--- src/rtl/nco_sweep_ctrl.sv ---
// nco_sweep_ctrl
//   Stepped-frequency sweep sequencer for one NCO. A sweep descriptor is
//   loaded over a valid/ready port into a shadow register. On start, the
//   block steps the NCO tuning word through n_steps frequencies. At each
//   step it waits out the NCO pipeline and then flags the dwell window in
//   which I/Q samples are valid.
// Ports
//   clk, rst          : clock, asynchronous active-high reset
//   cfg_valid/ready   : descriptor handshake (accepted only in IDLE)
//   cfg_f_start/step  : first tuning word / step magnitude
//   cfg_step_dn       : 1 = sweep downward
//   cfg_n_steps       : number of frequencies (0 treated as 1)
//   cfg_dwell         : valid cycles per step (0 treated as 1)
//   cfg_loop          : restart automatically after the last step
//   start, abort      : begin sweep / stop immediately
//   phase_inc,nco_rst : NCO tuning word and NCO reset
//   iq_valid,step_idx : dwell window flag and current step index
//   busy, done, sat   : sweep active, end-of-pass pulse, sticky saturation
module nco_sweep_ctrl #(
  parameter int PHASE_ACC_BITS = 24,
  parameter int STEP_BITS      = 10,
  parameter int DWELL_BITS     = 16,
  parameter int SETTLE_CYCLES  = 4
) (
  input  logic                      clk,
  input  logic                      rst,
  input  logic                      cfg_valid,
  output logic                      cfg_ready,
  input  logic [PHASE_ACC_BITS-2:0] cfg_f_start,
  input  logic [PHASE_ACC_BITS-2:0] cfg_f_step,
  input  logic                      cfg_step_dn,
  input  logic [STEP_BITS-1:0]      cfg_n_steps,
  input  logic [DWELL_BITS-1:0]     cfg_dwell,
  input  logic                      cfg_loop,
  input  logic                      start,
  input  logic                      abort,
  output logic [PHASE_ACC_BITS-2:0] phase_inc,
  output logic                      nco_rst,
  output logic                      iq_valid,
  output logic [STEP_BITS-1:0]      step_idx,
  output logic                      busy,
  output logic                      done,
  output logic                      sat
);

  localparam int W        = PHASE_ACC_BITS - 1;
  localparam int SETTLE_W = (SETTLE_CYCLES > 1) ? $clog2(SETTLE_CYCLES) : 1;
  localparam int CNT_W    = (DWELL_BITS > SETTLE_W) ? DWELL_BITS : SETTLE_W;
  localparam logic [CNT_W-1:0] SETTLE_LAST = CNT_W'(SETTLE_CYCLES - 1);

  typedef enum logic [2:0] {IDLE, ARM, SETTLE, DWELL, STEP} state_t;
  state_t state, next_state;

  // Shadow config is written by the handshake; the active copy is taken
  // from the shadow on the start edge, so a descriptor accepted on that
  // same edge only affects the following sweep.
  logic [W-1:0]          sh_f_start, sh_f_step, a_f_start, a_f_step;
  logic                  sh_dn, sh_loop, a_dn, a_loop;
  logic [STEP_BITS-1:0]  sh_n_steps, a_n_steps;
  logic [DWELL_BITS-1:0] sh_dwell, a_dwell;

  logic [CNT_W-1:0]      cnt;
  logic [STEP_BITS-1:0]  last_idx;
  logic [DWELL_BITS-1:0] dwell_last;
  logic [W:0]            sum_up, sum_dn;
  logic [W-1:0]          step_next;
  logic                  step_sat;
  logic                  capture, load_first, clear_sat, advance, end_pass;

  assign cfg_ready  = (state == IDLE);
  assign busy       = (state != IDLE);
  assign last_idx   = (a_n_steps == '0) ? '0 : a_n_steps - STEP_BITS'(1);
  assign dwell_last = (a_dwell == '0) ? '0 : a_dwell - DWELL_BITS'(1);

  // One extra bit exposes carry (up) or borrow (down) for clamping.
  assign sum_up = {1'b0, phase_inc} + {1'b0, a_f_step};
  assign sum_dn = {1'b0, phase_inc} - {1'b0, a_f_step};

  always_comb begin
    step_next = '0;
    step_sat  = 1'b0;
    if (a_dn) begin
      step_sat  = sum_dn[W];
      step_next = sum_dn[W] ? '0 : sum_dn[W-1:0];
    end else begin
      step_sat  = sum_up[W];
      step_next = sum_up[W] ? '1 : sum_up[W-1:0];
    end
  end

  always_comb begin
    next_state = state;
    capture    = 1'b0;
    load_first = 1'b0;
    clear_sat  = 1'b0;
    advance    = 1'b0;
    end_pass   = 1'b0;
    case (state)
      IDLE: if (start && !abort) begin
        next_state = ARM;
        capture    = 1'b1;
      end
      ARM: begin
        next_state = SETTLE;
        load_first = 1'b1;
        clear_sat  = 1'b1;
      end
      SETTLE: if (cnt == SETTLE_LAST) next_state = DWELL;
      DWELL: if (cnt == CNT_W'(dwell_last)) begin
        if (step_idx != last_idx) begin
          next_state = STEP;
        end else begin
          end_pass = 1'b1;
          if (a_loop) begin
            next_state = SETTLE;
            load_first = 1'b1;
          end else begin
            next_state = IDLE;
          end
        end
      end
      STEP: begin
        next_state = SETTLE;
        advance    = 1'b1;
      end
      default: next_state = IDLE;
    endcase
    // Abort overrides every transition and suppresses all datapath updates.
    if (abort && state != IDLE) begin
      next_state = IDLE;
      load_first = 1'b0;
      clear_sat  = 1'b0;
      advance    = 1'b0;
      end_pass   = 1'b0;
    end
  end

  always_ff @(posedge clk or posedge rst) begin
    if (rst) state <= IDLE;
    else     state <= next_state;
  end

  always_ff @(posedge clk or posedge rst) begin
    if (rst) begin
      cnt       <= '0;
      phase_inc <= '0;
      step_idx  <= '0;
      iq_valid  <= 1'b0;
      nco_rst   <= 1'b1;
      done      <= 1'b0;
      sat       <= 1'b0;
    end else begin
      cnt      <= (next_state != state) ? '0 : cnt + CNT_W'(1);
      iq_valid <= (next_state == DWELL);
      nco_rst  <= (next_state == IDLE) || (next_state == ARM);
      done     <= end_pass;
      if (load_first) begin
        phase_inc <= a_f_start;
        step_idx  <= '0;
      end
      if (clear_sat) sat <= 1'b0;
      if (advance) begin
        phase_inc <= step_next;
        step_idx  <= step_idx + STEP_BITS'(1);
        if (step_sat) sat <= 1'b1;
      end
    end
  end

  always_ff @(posedge clk or posedge rst) begin
    if (rst) begin
      sh_f_start <= '0; sh_f_step <= '0; sh_dn <= 1'b0; sh_loop <= 1'b0;
      sh_n_steps <= '0; sh_dwell  <= '0;
      a_f_start  <= '0; a_f_step  <= '0; a_dn  <= 1'b0; a_loop  <= 1'b0;
      a_n_steps  <= '0; a_dwell   <= '0;
    end else begin
      if (cfg_valid && cfg_ready) begin
        sh_f_start <= cfg_f_start;
        sh_f_step  <= cfg_f_step;
        sh_dn      <= cfg_step_dn;
        sh_loop    <= cfg_loop;
        sh_n_steps <= cfg_n_steps;
        sh_dwell   <= cfg_dwell;
      end
      if (capture) begin
        a_f_start <= sh_f_start;
        a_f_step  <= sh_f_step;
        a_dn      <= sh_dn;
        a_loop    <= sh_loop;
        a_n_steps <= sh_n_steps;
        a_dwell   <= sh_dwell;
      end
    end
  end

endmodule
--- config.mk ---
export PLATFORM = sky130hd
export DESIGN_NAME = nco_sweep_ctrl
export DESIGN_NICKNAME = d
export VERILOG_FILES = /design/src/rtl/nco_sweep_ctrl.sv
export SDC_FILE = /design/constraint.sdc
export NUM_CORES = 1
export LEC_CHECK = 0
export ABC_CLOCK_PERIOD_IN_PS = 6200
export CAP_MARGIN = 10
export CORE_MARGIN = 2
export CORE_UTILIZATION = 54
export CTS_BUF_LIST = sky130_fd_sc_hd__clkbuf_2
export DETAILED_ROUTE_END_ITERATION = 10
export PLACE_DENSITY = 0.88
export REMOVE_ABC_BUFFERS = 1
export SETUP_SLACK_MARGIN = 0.3
export SLEW_MARGIN = 20
export SYNTH_ARGS = -nofsm -noshare
export SYNTH_HDL_FRONTEND = slang
export SYNTH_SLANG_ARGS = --single-unit
--- constraint.sdc ---
create_clock -name clk -period 6.2 [get_ports clk]
set_input_delay 0.93 -clock clk [delete_from_list [all_inputs] [get_ports clk]]
set_output_delay 0.93 -clock clk [all_outputs]
set_load 0.01 [all_outputs]
## After elaboration in Yosys (flattened, before gate mapping)

Index checks and enable logic that the tools add are counted.

- Bits in read-only memories: 0
- Bits in latches: 0
- Flip-flop bits (word level): 204
- Memories kept: 0
- Logic and storage cells: 84
- Memory bits (writable): 0

- Reduce and logical (&&, ||, !) cells: 12
- Bitwise operators: 0
- Multiplexer cells: 36
- $lt $le $gt $ge: 0
- Multipliers: 0
- Equal/unequal tests: 10
- Div/mod/pow operators: 0
- Add/subtract/negate cells: 6
- Shift-type cells: 0

Operators with widths:

| kind | count |
|---|---|
| $mux 23 | 5 |
| $mux 16 | 2 |
| $mux 10 | 3 |
| $add 23x23->24 | 1 |
| $sub 23x23->24 | 1 |
| $mux 1 | 18 |
| $add 16x1->16 const B | 1 |
| $eq 16x16->1 | 1 |
| $eq 16x2->1 const B | 1 |
| $logic_not 16->1 | 1 |
| $sub 16x1->16 const B | 1 |
| $mux 3 | 5 |
| $pmux 3 s4 | 1 |
| $add 10x1->10 const B | 1 |
| $logic_not 10->1 | 1 |
| $ne 10x10->1 | 1 |
| $sub 10x1->10 const B | 1 |
| $eq 3x2->1 const B | 3 |
| $eq 3x1->1 const B | 2 |
| $logic_not 3->1 | 2 |
| $eq 3x3->1 const B | 1 |
| $logic_and 1x1->1 | 3 |
| $ne 3x3->1 | 1 |
| $reduce_bool 3->1 | 1 |
| 6 further kinds | 6 |

## Logic depth before layout (Yosys ltp)

Gate-level depths: netlist (run 1).

- Depth in word-level cells: 9
- Mapped depth: 15
- Mapped depth without buffers: 12

## Least setup slack after synthesis (run 1)

Ideal clock, no wire load.

- Path kind: register -> register
- Start point: reg a_dwell[0]
- End point: reg phase_inc[22]
- Cell stages (with the launch flop): 16
- Path buffers: 4
- Required time: 6.067 ns
- Arrival time: 3.448 ns
- Path slack: 2.619 ns
- Cell sequence: dfrtp_1 -> inv_1 -> ha_1 -> buf_2 -> or4b_4 -> or4_1 -> buf_2 -> mux2_2 -> nand4b_1 -> a2111oi_4 -> nand4_2 -> o21ai_2 -> buf_6 -> buf_12 -> mux2i_1 -> o211ai_1

- Word-level cells in the longest chain between the ends: 7
- Elaborated cells on any way between the ends: 8

RTL lines:

| element | RTL line | RTL |
|---|---|---|
| start: declaration | 60 | `logic [DWELL_BITS-1:0] sh_dwell, a_dwell;` |
| start signal: assignment | 191 | `a_dwell <= sh_dwell;` |
| $sub 16x1->16 or $logic_not 16->1 (tied branches) | 73 | `assign dwell_last = (a_dwell == '0) ? '0 : a_dwell - DWELL_BITS'(1);` |
| $mux 16 (*) | 73 |  |
| $eq 16x16->1 (*) | 109 | `DWELL: if (cnt == CNT_W'(dwell_last)) begin` |
| $mux 1 (*) | 109 |  |
| $pmux 1 s2 (*) | 98 | `case (state)` |
| $mux 1 (*) | 129 | `if (abort && state != IDLE) begin` |
| $reduce_bool 2->1 (no source line) (*) | - |  |
| end signal: assignment | 158 | `phase_inc <= a_f_start;` |
| end signal: assignment | 163 | `phase_inc <= step_next;` |
| end: declaration | 37 | `output logic [PHASE_ACC_BITS-2:0] phase_inc,` |

Every way passes the cells marked *; elsewhere a longest branch is shown, timed or not.
A chain may end at the register's enable or synchronous reset.

## Final worst setup path (run 1)

- Start point: reg a_dwell[0]
- End point: reg phase_inc[13]

Same word-level chain as after synthesis.

==> run metrics, run 1 <==
status completed; clock root buffer clkbuf_2; Clk pwr share 0.137; multiplexer area fraction after synthesis 0.1600; xor/xnor share of the synthesized area 0.02937; GRT busiest layer met2; met1 Usage GRT 0.3290; non-filler cells, final 1616; Starting Density 0.5526; top cells by count, synth dfrtp_1 (203), mux2_2 (155), nor2_1 (81); layout net count 1427; I/O pins 118; Die H 153.7 µm; number of antenna violations at the first check in global routing 1; Worst path max stage delay 610 ps; HP Class reg2reg; CTS tree yes; Worst Hold Path EP phase_inc[20]$_DFFE_PP0P_; P&R area growth vs syn 14.91%; Syn Area/Cell 10.21 µm²; Compound-Gate Fraction of Synth Area 0.1406; Main synth FF type dfrtp_1; slowest cell on the critical path or4_1; CP Buf/Inv Count 2; Static Leak 6.027 nW; GR Overflow Total 0; H-tree depth 2; Routed Wire Length 28.67 mm; sequential-to-total area share from yosys stat 0.4221; DPL Wire Length 19.90 mm; final worst path period need 4395 ps; Synth Instances 1185; fillers 1796; Die X 153.7 µm; Worst Reg2Reg Path Length in Cells 12; sequential power share 0.322; share of cells above drive strength 1 0.2037; # DRC 0; crit share post-route 0.7088; Seq cells post-synth 204; final hold viol count 0; dpl cell area 13390 µm²; Worst slew margin 0.2908; simple-gate portion of the synthesized area 0.1478; dominant cell by count in the synthesized netlist dfrtp_1; Sink Count 204; vias after detailed routing 9710; Hold Crit Depth 1; cell taking the most area after synthesis dfrtp_1; reg2reg setup slack 1810 ps; largest family of logic cells by synthesized area multiplexers; reg-to-reg startpoint a_dwell[0]$_DFFE_PP0P_; Final Max Slew Viols 0; Hold Startpoint a_f_start[20]$_DFFE_PP0P_; Worst R2R End phase_inc[13]$_DFFE_PP0P_; M2 GR Usage 0.3850; cts hold-fix bufs 0; worst clock skew 60.89 ps; GPL Wtd Cong 0.9120; Combinational Power Share 0.542; top post-synthesis cells by area dfrtp_1 (42%), mux2_2 (14%), ha_1 (5.2%); Post-CTS Resized 0; Routed Antenna Nets 0; Worst-Margin Slew 1064 ps; fmax 227.5 MHz; Final Total Pwr 0.007192 W; worst hold slack 490.9 ps; # setup viols final 0; Synth Warn # 0; Core ar. 21890 µm²; number of global-route vias before repair 9860; RSZ-0062 raised after global routing no; DR vias/cell 6.009; DR WL/cell 17.74 µm; M3 GR Usage 0.04707; WS Path Type reg2reg; data required time of the worst path 6860 ps; Startpoint Class flip-flop; First-pass DRT Iterations 7; internal power component 0.004022 W; mapped cell area 12100 µm²; Post-synth EDFFs 0; final instance area 13900 µm²; sw frac 0.4407; peak supply drop 0.2295 mV; TritonCTS Buffers 53; total die area 23620 µm²; max-cap violations 0; clk slew on worst S/H paths 120 ps; Synth Area in Adders 0.05502; post-placement cell count 1521; delay-heaviest family, CP simple AND/OR/NAND/NOR gates; clock latency on the worst-skew pair 830 ps; crit end category flip-flop; Worst EP arrival 5050 ps; first-pass GRT wire length 47.77 mm; Bufs on Longest Clock Path 3; Power Density 517.3 nW/µm²; Rows 54; largest net degree at the start of global routing 107; post-CTS setup buffer count 0; FFs w/ async S/R, synth 1.000; Sw Pwr 0.003170 W; Total Routing Usage GR 0.2433; Critical Path Fanout Max 30; Synth cell types 83; Iter 0 DRT Violations 536; number of I/O port buffers 117; area share of the largest cell type after synthesis 0.4199; critical path, cell by cell inv_1 -> ha_1 -> or4b_4 -> or4_1 -> mux2_2 -> nand4b_1 -> a2111oi_4 -> nand4_2 -> o21ai_2 -> buf_4 -> nor2_2 -> a221o_1
-- per-layer routing --
metal	vias up	part of all wire	wire length [µm]
met5	-	0	0
met1	4695	0.44	12680
li1	4594	-	-
met2	351	0.46	13280
met3	70	0.064	1837
met4	0	0.030	871
-- power by group through the flow --
stage	Clock, W	Combinational [W]	Sequential, W
global placement	0	0.00367	0.00230
detailed placement	0	0.00380	0.00234
finish	0.000982	0.00390	0.00231
global route	0.00109	0.00427	0.00239
CTS	0.00101	0.00383	0.00231
floorplan	0	0.00281	0.00224
-- metrics by stage --
stage	worst slack, ps	util	TNS (ps)
after global routing	1589	0.6351	0
after CTS	1824	0.6349	0
after global placement	1942	0.6117	0
final	1805	0.6351	0
after detailed placement	1855	0.6117	0
after floorplan	-295.8	-	-60040
-- logic make-up (layout without fill, tap and decap cells) --
group | after synthesis | in the layout
AO/OA/AOI/OAI | 243 | 243
XOR/XNOR | 39 | 39
adder cells (fa/ha/maj) | 52 | 52
buffers and inverters | 133 | 283
flip-flops | 204 | 204
multiplexers | 174 | 174
other | 0 | 1
AND/OR/NAND/NOR | 340 | 340
-- worst max-delay path by stage --
stage,from,endpoint,slack (ps),cells after the start
floorplan,rst,a_dn$_DFFE_PP0P_,-300,1
global placement,a_dwell[0]$_DFFE_PP0P_,phase_inc[5]$_DFFE_PP0P_,1940,12
detailed placement,a_dwell[0]$_DFFE_PP0P_,phase_inc[15]$_DFFE_PP0P_,1860,12
CTS,a_dwell[0]$_DFFE_PP0P_,phase_inc[13]$_DFFE_PP0P_,1820,12
global route,a_dwell[0]$_DFFE_PP0P_,phase_inc[13]$_DFFE_PP0P_,1590,12
finish,a_dwell[0]$_DFFE_PP0P_,phase_inc[13]$_DFFE_PP0P_,1810,12
-- worst register-to-register path, stage by stage (launching register included) --
cell and delay (ps):
dfrtp_1 450, inv_1 100, ha_1 350, or4b_4 550, or4_1 610, mux2_2 270, nand4b_1 140, a2111oi_4 380
nand4_2 190, o21ai_2 160, buf_4 380, nor2_2 300, a221o_1 350
-- layout make-up --
cell class	count	area, µm²	share of cell area
clock inverters	15	113.9	0.008190
clock buffers	79	395.4	0.02844
flip-flops and latches	204	5106	0.3673
well taps	280	350.3	0.02520
repair buffers	127	1246	0.08964
inverters	62	240.2	0.01728
multi-input cells	848	6447	0.4638
diodes	1	2.502	0.0001800
-- state kept, by name (all words and copies together), names as in the netlist, 3 cells and up --
signal      flops
a_dwell        16
a_f_start      23
a_f_step       23
a_n_steps      10
cnt            16
phase_inc      23
sh_dwell       16
sh_f_start     23
sh_f_step      23
sh_n_steps     10
state           3
step_idx       10
-- layout by cell type, fill, tap and decap left out, types with 17 or more instances in the layout --
cell type and n:
a21oi_1 60, a221o_1 17, a31oi_1 22, and3_1 21, clkbuf_2 79, clkdlybuf4s50_1 117
dfrtp_1 203, ha_1 50, inv_1 61, mux2_2 155, mux2i_1 19, nand2_1 56
nand3_1 23, nor2_1 81, nor3_1 41, nor4_1 18, o21ai_0 42, xnor2_1 20
xor2_1 18
(Power assumes the default switching activity.)
==> inputs of run 2 (changes only) <==
- ABC_CLOCK_PERIOD_IN_PS: 6200 -> 3900
- clock period: 6.2 -> 3.9 ns (I/O delays scaled with it)
==> run 2 against run 1 <==
Against the previous run: worst hold slack worse by 220 ps; first-iteration DRC count up 25%; clock skew down 15 ps; total power up 62%; critical path type unchanged; critical endpoint is now cnt[13]$_DFF_PP0_.
==> run metrics, run 2 (synthesized netlist as in run 1, its figures left out) <==
First-pass DRT Iterations 6; DR WL/cell 18.08 µm; RSZ-0062 raised after global routing yes; Total Routing Usage GR 0.2499; # DRC 0; critical path launch point a_dwell[1]$_DFFE_PP0P_; layout net count 1459; DPL Wire Length 20.17 mm; clock latency on the worst-skew pair 840 ps; data required time of the worst path 4630 ps; crit share post-route 0.9310; Final Total Pwr 0.01168 W; HP Class in2async; Die X 153.7 µm; final hold viol count 0; Static Leak 6.199 nW; largest net degree at the start of global routing 101; share of cells above drive strength 1 0.2231; first-pass GRT wire length 49.47 mm; Bufs on Longest Clock Path 3; Core ar. 21890 µm²; vias after detailed routing 9982; Routed Antenna Nets 0; Power Density 816.3 nW/µm²; P&R area growth vs syn 18.25%; # setup viols final 0; status completed; Die H 153.7 µm; final worst path period need 3631 ps; cts hold-fix bufs 0; number of I/O port buffers 117; Critical Path Fanout Max 5; DR vias/cell 6.057; clock root buffer clkbuf_2; total die area 23620 µm²; commonest non-fill, non-tap cell in the layout dfrtp_1; GRT busiest layer met2; number of global-route vias before repair 10066; peak supply drop 0.3765 mV; Worst-Margin Slew 1042 ps; Routed Wire Length 29.80 mm; commonest cells after routing, fill and taps aside dfrtp_1 (203), mux2_2 (155), clkdlybuf4s50_1 (117); Starting Density 0.5526; GPL Wtd Cong 0.8900; Worst Reg2Reg Path Length in Cells 13; crit end category flip-flop; setup TNS 0 ps; Worst R2R End cnt[13]$_DFF_PP0_; I/O pins 118; GR Overflow Total 0; M2 GR Usage 0.4023; Rows 54; Iter 0 DRT Violations 672; reg-to-reg startpoint a_dwell[1]$_DFFE_PP0P_; WS Path Type reg2reg; Startpoint Class flip-flop; Final Util 0.6535; fmax 275.4 MHz; max-cap violations 0; M3 GR Usage 0.05017; reg2reg setup slack 270 ps; number of antenna violations at the first check in global routing 1; H-tree depth 2; fillers 1691; Worst slew margin 0.3051; TritonCTS Buffers 53; clk slew on worst S/H paths 100 ps; Worst EP arrival 4360 ps; Final Max Slew Viols 0; met1 Usage GRT 0.3363; worst clock skew 45.98 ps; CTS tree yes; Sink Count 204
## run 2: cell types whose count changed in the layout (fill, tap and decap cells not counted), moves of 2 or more
cell,change
inv_2,+2
or4_1,-2
buf_6,+2
buf_4,+21
or4_4,+2
clkbuf_2,-5
inv_1,-2
clkinv_2,-2
buf_12,+4
nor2_4,+2
clkinv_1,+7
## run 2: through the flow
step	std cells	hold WS, ps	setup slack [ps]	area, µm²
final	1648	271.2	269.0	14310
after global routing	1648	304.2	158.1	14310
after CTS	1632	249.2	334.4	14090
after detailed placement	1534	473.1	159.0	13510
after global placement	1534	467.3	223.6	13510
after floorplan	1114	450.3	-2251	11780
## run 2: worst max-delay path by stage
stage / end / slack [ps]
2_1_floorplan: a_dn$_DFFE_PP0P_ / -2250
3_3_place_gp: phase_inc[19]$_DFFE_PP0P_ / 220
3_5_place_dp: phase_inc[16]$_DFFE_PP0P_ / 160
4_1_cts: phase_inc[16]$_DFFE_PP0P_ / 330
5_1_grt: cnt[7]$_DFF_PP0_ / 160
6_report: cnt[13]$_DFF_PP0_ / 270
## run 2: cell type report
cell class                 instances  area, µm²  share of cell area
multi-input combinational        851       6560              0.4585
sequential                       204       5106              0.3569
timing repair buffer             156       1546              0.1081
clock buffer                      74      370.4             0.02589
tap                              280      350.3             0.02449
inverter                          62      240.2             0.01679
clock inverter                    20      130.1            0.009096
antenna                            1      2.502           0.0001749
## run 2: what timing repair did
item,in CTS,in global routing
gates resized for setup,8,17
setup buffers,3,12
gates cloned,1,3
setup endpoints to repair,40,44
pin swaps,5,11
## run 2: report_power, final
part	internal, W	switching (W)	total (W)
sequential	0.00290	0.000768	0.00367
clock	0.000646	0.000907	0.00155
combinational	0.00299	0.00346	0.00645
## run 2: critical path, stage by stage, from the launching register on
cell and delay, ps:
dfrtp_1 400, inv_2 70, ha_4 130, or4b_4 480, or4_4 550, o32ai_4 320
a31oi_4 70, a2111oi_4 390, nand4_2 220, buf_4 200, a21boi_0 300, a2111o_1 210
buf_4 150, nor2_1 40
## run 2: metal layers
metal,routed length [µm],vias up
met1,13090,4867
met5,0,-
met3,2035,73
met2,13840,397
li1,-,4645
met4,838,0
==> inputs of run 3 (changes only) <==
- ABC_CLOCK_PERIOD_IN_PS: 3900 -> 2900
- CORE_MARGIN: 2 -> 3
- GPL_TIMING_DRIVEN: default -> 0
- clock period: 3.9 -> 2.9 ns (I/O delays scaled with it)
==> run 3 against run 2 <==
Against the previous run: the run now ends with setup timing left; register-to-register slack lost 900 ps; via count increased by 0.35%; worst setup slack worse by 900 ps; routed wire length up 0.99%; clock power is 21% higher; final area grew 4.1%; fmax increased by 3.0%; utilization grew 2.7 points; total power is 39% higher; non-clock buffer count grew 26; largest cell class unchanged; largest power group unchanged.
==> run metrics, run 3 (synthesized netlist as in run 1, its figures left out) <==
area of the multi-input gates 6935 µm²; Worst path max stage delay 560 ps; reg2reg setup slack -630 ps; status finished, violations left; CTS tree yes; fillers 1645; crit share post-route 1.216; Reg area 5122 µm²; vias after detailed routing 10017; GR Overflow Total 0; WS Path Type reg2reg; fin worst setup slack -626.3 ps; Critical Path Fanout Max 9; number of I/O port buffers 117; commonest non-fill, non-tap cell in the layout dfrtp_1; Worst-Margin Slew 1044 ps; GPL Wtd Cong 0.8628; Bufs on Longest Clock Path 3; Starting Density 0.5526; dpl cell area 13500 µm²; worst slack at placement -1692 ps; crit end category flip-flop; total die area 24230 µm²; worst clock skew 57.87 ps; Crit path depth 12; Worst EP arrival 4200 ps; I/O pins 118; DPL Wire Length 19.93 mm; peak supply drop 0.5207 mV; Worst slew margin 0.3033; TritonCTS Buffers 52; Final Max Slew Viols 0; cts hold-fix bufs 0; layout net count 1484; clock latency on the worst-skew pair 840 ps; Routed Wire Length 30.09 mm; share of cells above drive strength 1 0.2858; critical path, cell by cell inv_2 -> ha_4 -> or4b_4 -> or4_4 -> o32ai_4 -> a31oi_4 -> a2111oi_4 -> nand4_2 -> o21ai_4 -> clkbuf_16 -> nor2_4 -> a221o_1; setup TNS -29750 ps; HP Class in2async; Final Total Pwr 0.01627 W; commonest cells after routing, fill and taps aside dfrtp_1 (190), mux2_2 (155), clkdlybuf4s50_1 (115); Iter 0 DRT Violations 604; reg-to-reg startpoint a_dwell[0]$_DFFE_PP0P_; largest net degree at the start of global routing 111; number of global-route vias before repair 9845; failing checks setup timing; Total Routing Usage GR 0.2405; clk slew on worst S/H paths 130 ps; Worst Reg2Reg Path Length in Cells 12; # setup viols final 55; fmax 283.6 MHz; final worst path period need 3526 ps; RSZ-0062 raised after global routing yes; worst hold slack 116.6 ps; crit path to phase_inc[4]$_DFFE_PP0P_; data required time of the worst path 3580 ps; clock root buffer clkbuf_2; critical path launch point a_dwell[0]$_DFFE_PP0P_; slowest cell on the critical path or4_4; Startpoint Class flip-flop; Rows 54; H-tree depth 2; final instance area 14900 µm²; Worst R2R End phase_inc[4]$_DFFE_PP0P_; first-pass GRT wire length 48.44 mm; DR WL/cell 18.00 µm; First-pass DRT Iterations 5; Routed Antenna Nets 0; final hold viol count 0; # DRC 0; Static Leak 6.353 nW; number of antenna violations at the first check in global routing 2; Power Density 1092 nW/µm²; Core ar. 21890 µm²; DR vias/cell 5.991; Sink Count 204; Die H 155.7 µm; P&R area growth vs syn 23.15%; max-cap violations 0; delay-heaviest family, CP simple AND/OR/NAND/NOR gates; CP Buf/Inv Count 2; Die X 155.7 µm
run 3: how the worst min path moves through the flow:
stage | startpoint | depth (start not counted) | endpoint
2_1_floorplan | a_f_start[19]$_DFFE_PP0P_ | 2 | phase_inc[19]$_DFFE_PP0P_
3_3_place_gp | a_f_start[19]$_DFFE_PP0P_ | 2 | phase_inc[19]$_DFFE_PP0P_
3_5_place_dp | a_f_start[19]$_DFFE_PP0P_ | 2 | phase_inc[19]$_DFFE_PP0P_
4_1_cts | rst | 2 | sh_f_start[13]$_DFFE_PP0P_
5_1_grt | rst | 2 | sh_dwell[11]$_DFFE_PP0P_
6_report | rst | 2 | phase_inc[12]$_DFFE_PP0P_
run 3: worst reg2reg max path: cells and delay by family, from the launching register on:
| family | cells | cell delay, ps |
|---|---|---|
| adder cells (fa/ha/maj) | 1 | 150 |
| AO/OA/AOI/OAI | 5 | 1230 |
| buffers and inverters | 2 | 260 |
| AND/OR/NAND/NOR | 4 | 1330 |
| flip-flops | 1 | 430 |
run 3: what timing repair did:
| item | CTS | global route |
|---|---|---|
| endpoints found under the setup margin | 58 | 57 |
| gates cloned | 3 | 1 |
| setup buffers | 47 | 7 |
| gates resized for setup | 81 | 37 |
| pin swaps | 19 | 12 |
run 3: per-layer routing:
layer	routed length, µm	vias up	GRT usage
li1	-	4713	-
met1	12860	4893	0.3182
met2	14150	337	0.3942
met3	2061	74	0.04383
met4	1022	0	0.09712
met5	0	-	0
run 3: final cells by class:
type	count	area share
clock buffers	73	0.02452
flip-flops and latches	204	0.3438
repair buffers	182	0.1204
inverters	62	0.01629
multi-input cells	851	0.4655
clock inverters	17	0.005375
well taps	280	0.02352
diodes	3	0.0005039
run 3: power by group:
| group | switching, W | leakage [nW] | internal (W) | total (W) |
|---|---|---|---|---|
| clock | 0.00118 | 0.337 | 0.000685 | 0.00187 |
| combinational | 0.00481 | 3.56 | 0.00452 | 0.00933 |
| sequential | 0.00115 | 2.46 | 0.00392 | 0.00507 |
run 3: per-stage QoR:
stage / utilization / instances
3_5_place_dp: 0.6168 / 1521
4_1_cts: 0.6694 / 1661
2_1_floorplan: - / 1114
6_report: 0.6806 / 1672
5_1_grt: 0.6804 / 1671
3_3_place_gp: 0.6078 / 1511
